$ cat config.mk
export PLATFORM = sky130hd
export DESIGN_NAME = seq_divider
export DESIGN_NICKNAME = d
export VERILOG_FILES = /design/src/rtl/seq_divider.sv
export SDC_FILE = /design/constraint.sdc
export NUM_CORES = 1
export LEC_CHECK = 0
export ABC_AREA = 1
export BUFFER_PORTS_ARGS = -buffer_cell sky130_fd_sc_hd__buf_4
export CORE_ASPECT_RATIO = 1.2
export CORE_MARGIN = 2
export CORE_UTILIZATION = 27
export DETAILED_ROUTE_END_ITERATION = 10
export PLACE_DENSITY = 0.42
export SLEW_MARGIN = 25
export SYNTH_ARGS = -nofsm -noshare
export SYNTH_HDL_FRONTEND = slang
export SYNTH_SLANG_ARGS = --single-unit
$ cat constraint.sdc
create_clock -name i_clk -period 4.1 [get_ports i_clk]
set_input_delay 0.205 -clock i_clk [delete_from_list [all_inputs] [get_ports i_clk]]
set_output_delay 0.205 -clock i_clk [all_outputs]
set_load 0.1 [all_outputs]
$ cat src/rtl/seq_divider.sv
// Iterative restoring shift-subtract divider resolving one quotient bit per clock.
// Define DIVIDER_SIGNED_EN to build a two's-complement signed divider; default is unsigned.
module seq_divider #(
    parameter int WIDTH = 32
) (
    input  logic             i_clk,
    input  logic             i_rst,
    input  logic             i_start,
    input  logic [WIDTH-1:0] i_a1,
    input  logic [WIDTH-1:0] i_b1,
    output logic             o_busy,
    output logic             o_done,
    output logic [WIDTH-1:0] o_y,
    output logic [WIDTH-1:0] o_z,
    output logic             o_dz
);

    localparam int CW = $clog2(WIDTH);

    localparam logic [1:0] S_IDLE = 2'd0;
    localparam logic [1:0] S_RUN  = 2'd1;
    localparam logic [1:0] S_FIX  = 2'd2;
    localparam logic [1:0] S_DONE = 2'd3;

    logic [1:0]       r_state;
    logic [CW-1:0]    r_count;
    logic [WIDTH:0]   r_rem;
    logic [WIDTH-1:0] r_quo;
    logic [WIDTH-1:0] r_div;
    logic             r_dzPend;

    logic [WIDTH+1:0] w_shift;
    logic [WIDTH+1:0] w_trial;
    logic             w_trialNeg;
    logic [WIDTH-1:0] w_absA;
    logic [WIDTH-1:0] w_absB;

`ifdef DIVIDER_SIGNED_EN
    logic r_negQuo;
    logic r_negRem;

    assign w_absA = i_a1[WIDTH-1] ? -i_a1 : i_a1;
    assign w_absB = i_b1[WIDTH-1] ? -i_b1 : i_b1;
`else
    assign w_absA = i_a1;
    assign w_absB = i_b1;
`endif

    // Extra top bit keeps the borrow of the trial subtraction visible as a sign.
    assign w_shift    = {r_rem, r_quo[WIDTH-1]};
    assign w_trial    = w_shift - {2'b00, r_div};
    assign w_trialNeg = w_trial[WIDTH+1];

    assign o_busy = (r_state == S_RUN) || (r_state == S_FIX);
    assign o_done = (r_state == S_DONE);

    always_ff @(posedge i_clk) begin
        if (i_rst) begin
            r_state  <= S_IDLE;
            r_count  <= '0;
            r_rem    <= '0;
            r_quo    <= '0;
            r_div    <= '0;
            r_dzPend <= 1'b0;
            o_y      <= '0;
            o_z      <= '0;
            o_dz     <= 1'b0;
`ifdef DIVIDER_SIGNED_EN
            r_negQuo <= 1'b0;
            r_negRem <= 1'b0;
`endif
        end else begin
            case (r_state)
                S_IDLE: begin
                    if (i_start) begin
                        r_count <= '0;
                        // A zero divisor skips RUN and reports the raw dividend as remainder.
                        if (i_b1 == '0) begin
                            r_dzPend <= 1'b1;
                            r_rem    <= {1'b0, i_a1};
                            r_state  <= S_FIX;
                        end else begin
                            r_dzPend <= 1'b0;
                            r_rem    <= '0;
                            r_quo    <= w_absA;
                            r_div    <= w_absB;
                            r_state  <= S_RUN;
                        end
`ifdef DIVIDER_SIGNED_EN
                        r_negQuo <= i_a1[WIDTH-1] ^ i_b1[WIDTH-1];
                        r_negRem <= i_a1[WIDTH-1];
`endif
                    end
                end
                S_RUN: begin
                    r_quo   <= {r_quo[WIDTH-2:0], ~w_trialNeg};
                    r_rem   <= w_trialNeg ? w_shift[WIDTH:0] : w_trial[WIDTH:0];
                    r_count <= r_count + 1'b1;
                    if (r_count == CW'(WIDTH - 1)) begin
                        r_state <= S_FIX;
                    end
                end
                S_FIX: begin
                    if (r_dzPend) begin
                        o_y  <= '1;
                        o_z  <= r_rem[WIDTH-1:0];
                        o_dz <= 1'b1;
                    end else begin
`ifdef DIVIDER_SIGNED_EN
                        o_y  <= r_negQuo ? -r_quo : r_quo;
                        o_z  <= r_negRem ? -r_rem[WIDTH-1:0] : r_rem[WIDTH-1:0];
`else
                        o_y  <= r_quo;
                        o_z  <= r_rem[WIDTH-1:0];
`endif
                        o_dz <= 1'b0;
                    end
                    r_state <= S_DONE;
                end
                default: begin
                    r_state <= S_IDLE;
                end
            endcase
        end
    end

endmodule

==> summary.md <==
| Metric | Value |
|---|---|
| Critical path class | flop to flop |
| Top FF cell, synth | dfxtp_1 |
| Area post-placement | 11400 sq um |
| Status | finished, final reports clean |
| Hold path depth | 3 |
| Inserted Diodes | 0 |
| Design area | approximately 12000 sq um |
| Critical path data required time | 4.44 ns |
| Max FO, Critical Path | 27 |
| Layout cell share with drive strength beyond 1 | 18.4% |
| Via Count | 9632 |
| Synth top area share | 33.6% |
| R2R depth | 13 |
| Antenna-violating nets left | 0 |
| Initial antenna violation count | 0 |
| Setup-failing EPs final | 0 |
| # rows | a little under 80 |
| Cells after Synth | 1474 |
| Core ar. | 36900 sq um |
| Synth top area cells | dfxtp_1 (34%), o21ai_0 (10%), nand2_1 (9.5%) |
| Initial Utilization | 27.4% |
| Placer Congestion | 0.864 |
| CTS sink count | 170 |
| Final Critical Period | 2.70 ns |
| Htree depth | 4 |
| Detailed Route WL | 34700 um |
| Worst hold margin | around 0.038 ns |
| Slew Limit Fails | 0 |
| Flops & latches, synth | 170 |
| Initial DRT Pass Iterations | 5 |
| IO Pins | around 130 |
| Data arrival, critical path | 3.03 ns |
| Syn. warnings | 0 |
| Overflow after GRT | 0 |
| Vias per cell | 4.70 |
| Post-synth EDFFs | 0 |
| Chip Width | 181 um |
| Die height | 216 um |
| CP Capture Type | flop |
| Syn Area/Cell | just under 7 sq um |
| Hold Vio Cnt, Final | 0 |
| CTS tree | built |
| # DRC | 0 |
| Root Driver | clkbuf_16 |
| Vias in the first global route | 9583 |
| DIE AREA | 39100 sq um |
| First-pass GRT wire length | approximately 54000 um |
| Setup TNS | 0 ns |
| Worst setup SP type | flop |
| Synth area leader | dfxtp_1 |
| Dpl hpwl | roughly 26000 um |
| Final net count | 1671 |
| Yosys cell types | 42 |
| Num CTS Buffers | 17 |
| Synth-to-layout area growth | 18.6% |
| Maxcap violations | 0 |
| Synth Net Count | 1580 |
| Post-cts resize count | 0 |
| Slew HR | 41.5% |
| Syn Std Cell Area | 10100 sq um |
| DRT iter0 DRCs | 536 |
| Clock buffer depth | 2 |
| Clk_lat worst skew | 0.46 ns |
| Period utilization | 65.8% |
| Asr flop ratio synth | 0% |
| Post-DR wirelength/cell | 16.9 um |
| Worst hold path class | input port to flop |
| Actual slew at the worst max-slew pin | 0.877 ns |
| GRT Resource Usage Total | between 15 and 20% |
| Fmax | 370 MHz |
| RSZ-0062 raised after global routing | no |
| Pin count of the biggest net entering global routing | 111 |
| Worst Skew | ~0.014 ns |
| Port bufs | 133 |
| Clock slew at reported path FFs | 0.07 ns |
| Register area share after synthesis | 33.6% |
-- synthesized netlist by cell type (7+ instances only) --
cell type,n
buf_2,11
inv_1,203
nor3_1,8
nand2_4,23
nand2_2,14
a21oi_2,24
nor2_1,131
dfxtp_1,170
ha_1,38
xor2_1,12
nor4_1,9
nand3_1,65
clkbuf_1,51
nand2_1,256
nand3_2,25
inv_2,10
o21ai_0,202
a31oi_1,32
nand4_1,9
buf_6,7
a21oi_1,133
-- final cells by class --
class	instances	area, sq um
clock inverter	6	62.6
sequential	170	3400
inverter	214	806
timing repair buffer	145	1100
fill	4102	24900
tap	474	593
multi-input combinational	1017	5540
clock buffer	24	502
-- per-layer routing --
metal,routed length (um),up-vias,global-route usage [%]
met5,0,-,0
met4,622,0,5.24
met3,1060,24,2.59
met2,16900,153,30.3
met1,16100,4474,23.0
li1,-,4981,-
-- logic make-up after synthesis --
family | share of synthesized area, %
simple gates | 26.8
compound gates | 21.4
buf+inv | 11.7
flops | 33.6
fa+ha+maj | 4.89
xor+xnor | 1.56
-- cell usage in the layout, fill, tap and decap left out, types with 23 or more instances in the layout --
cell,instances
a21oi_1,133
a21oi_2,24
a31oi_1,32
buf_4,143
dfxtp_1,170
ha_1,36
inv_1,200
nand2_1,256
nand2_4,23
nand3_1,65
nand3_2,25
nor2_1,130
o21ai_0,202
-- sequential cells by signal (all words and copies together), names as in the netlist --
signal,cells
r_dzPend,1
r_quo,32
o_z,32
r_count,5
r_rem,33
o_dz,1
o_y,32
r_state,2
r_div,32
-- final timing paths --
check             from        end  slack, ns
max          r_rem[18]  r_rem[31]       1.40
min reg2reg  r_div[26]  r_div[26]       0.46
max reg2reg  r_rem[18]  r_rem[31]       1.40
min            i_b1[0]   r_div[0]       0.04
-- metrics by stage --
stage	worst slack, ns	std cells	utilization, %
after global routing	1.22	2050	32.6
after floorplan	2.05	1474	-
after global placement	1.42	2019	31.0
after CTS	1.39	2050	32.6
after detailed placement	1.42	2019	31.0
final	1.40	2050	32.6
-- timing repair --
item,4_1_cts,5_1_grt
setup buffers,0,0
endpoints found under the hold margin,5,0
hold buffers,1,0
-- critical path, stage by stage, from the launching register on --
cell     delay [ns]
dfxtp_1        0.37
ha_1           0.41
nand2_2        0.15
inv_2          0.03
nand2_1        0.07
nand3_2        0.09
nand2_1        0.09
nand2_2        0.07
a21oi_4        0.22
nand3_4        0.35
nand2_8        0.46
nand2_1        0.11
nand2_1        0.08
a21oi_1        0.06
Power is left out: the tool's default activity adds up to more than one toggle a clock period on the data nets, which glitch-free logic cannot reach.
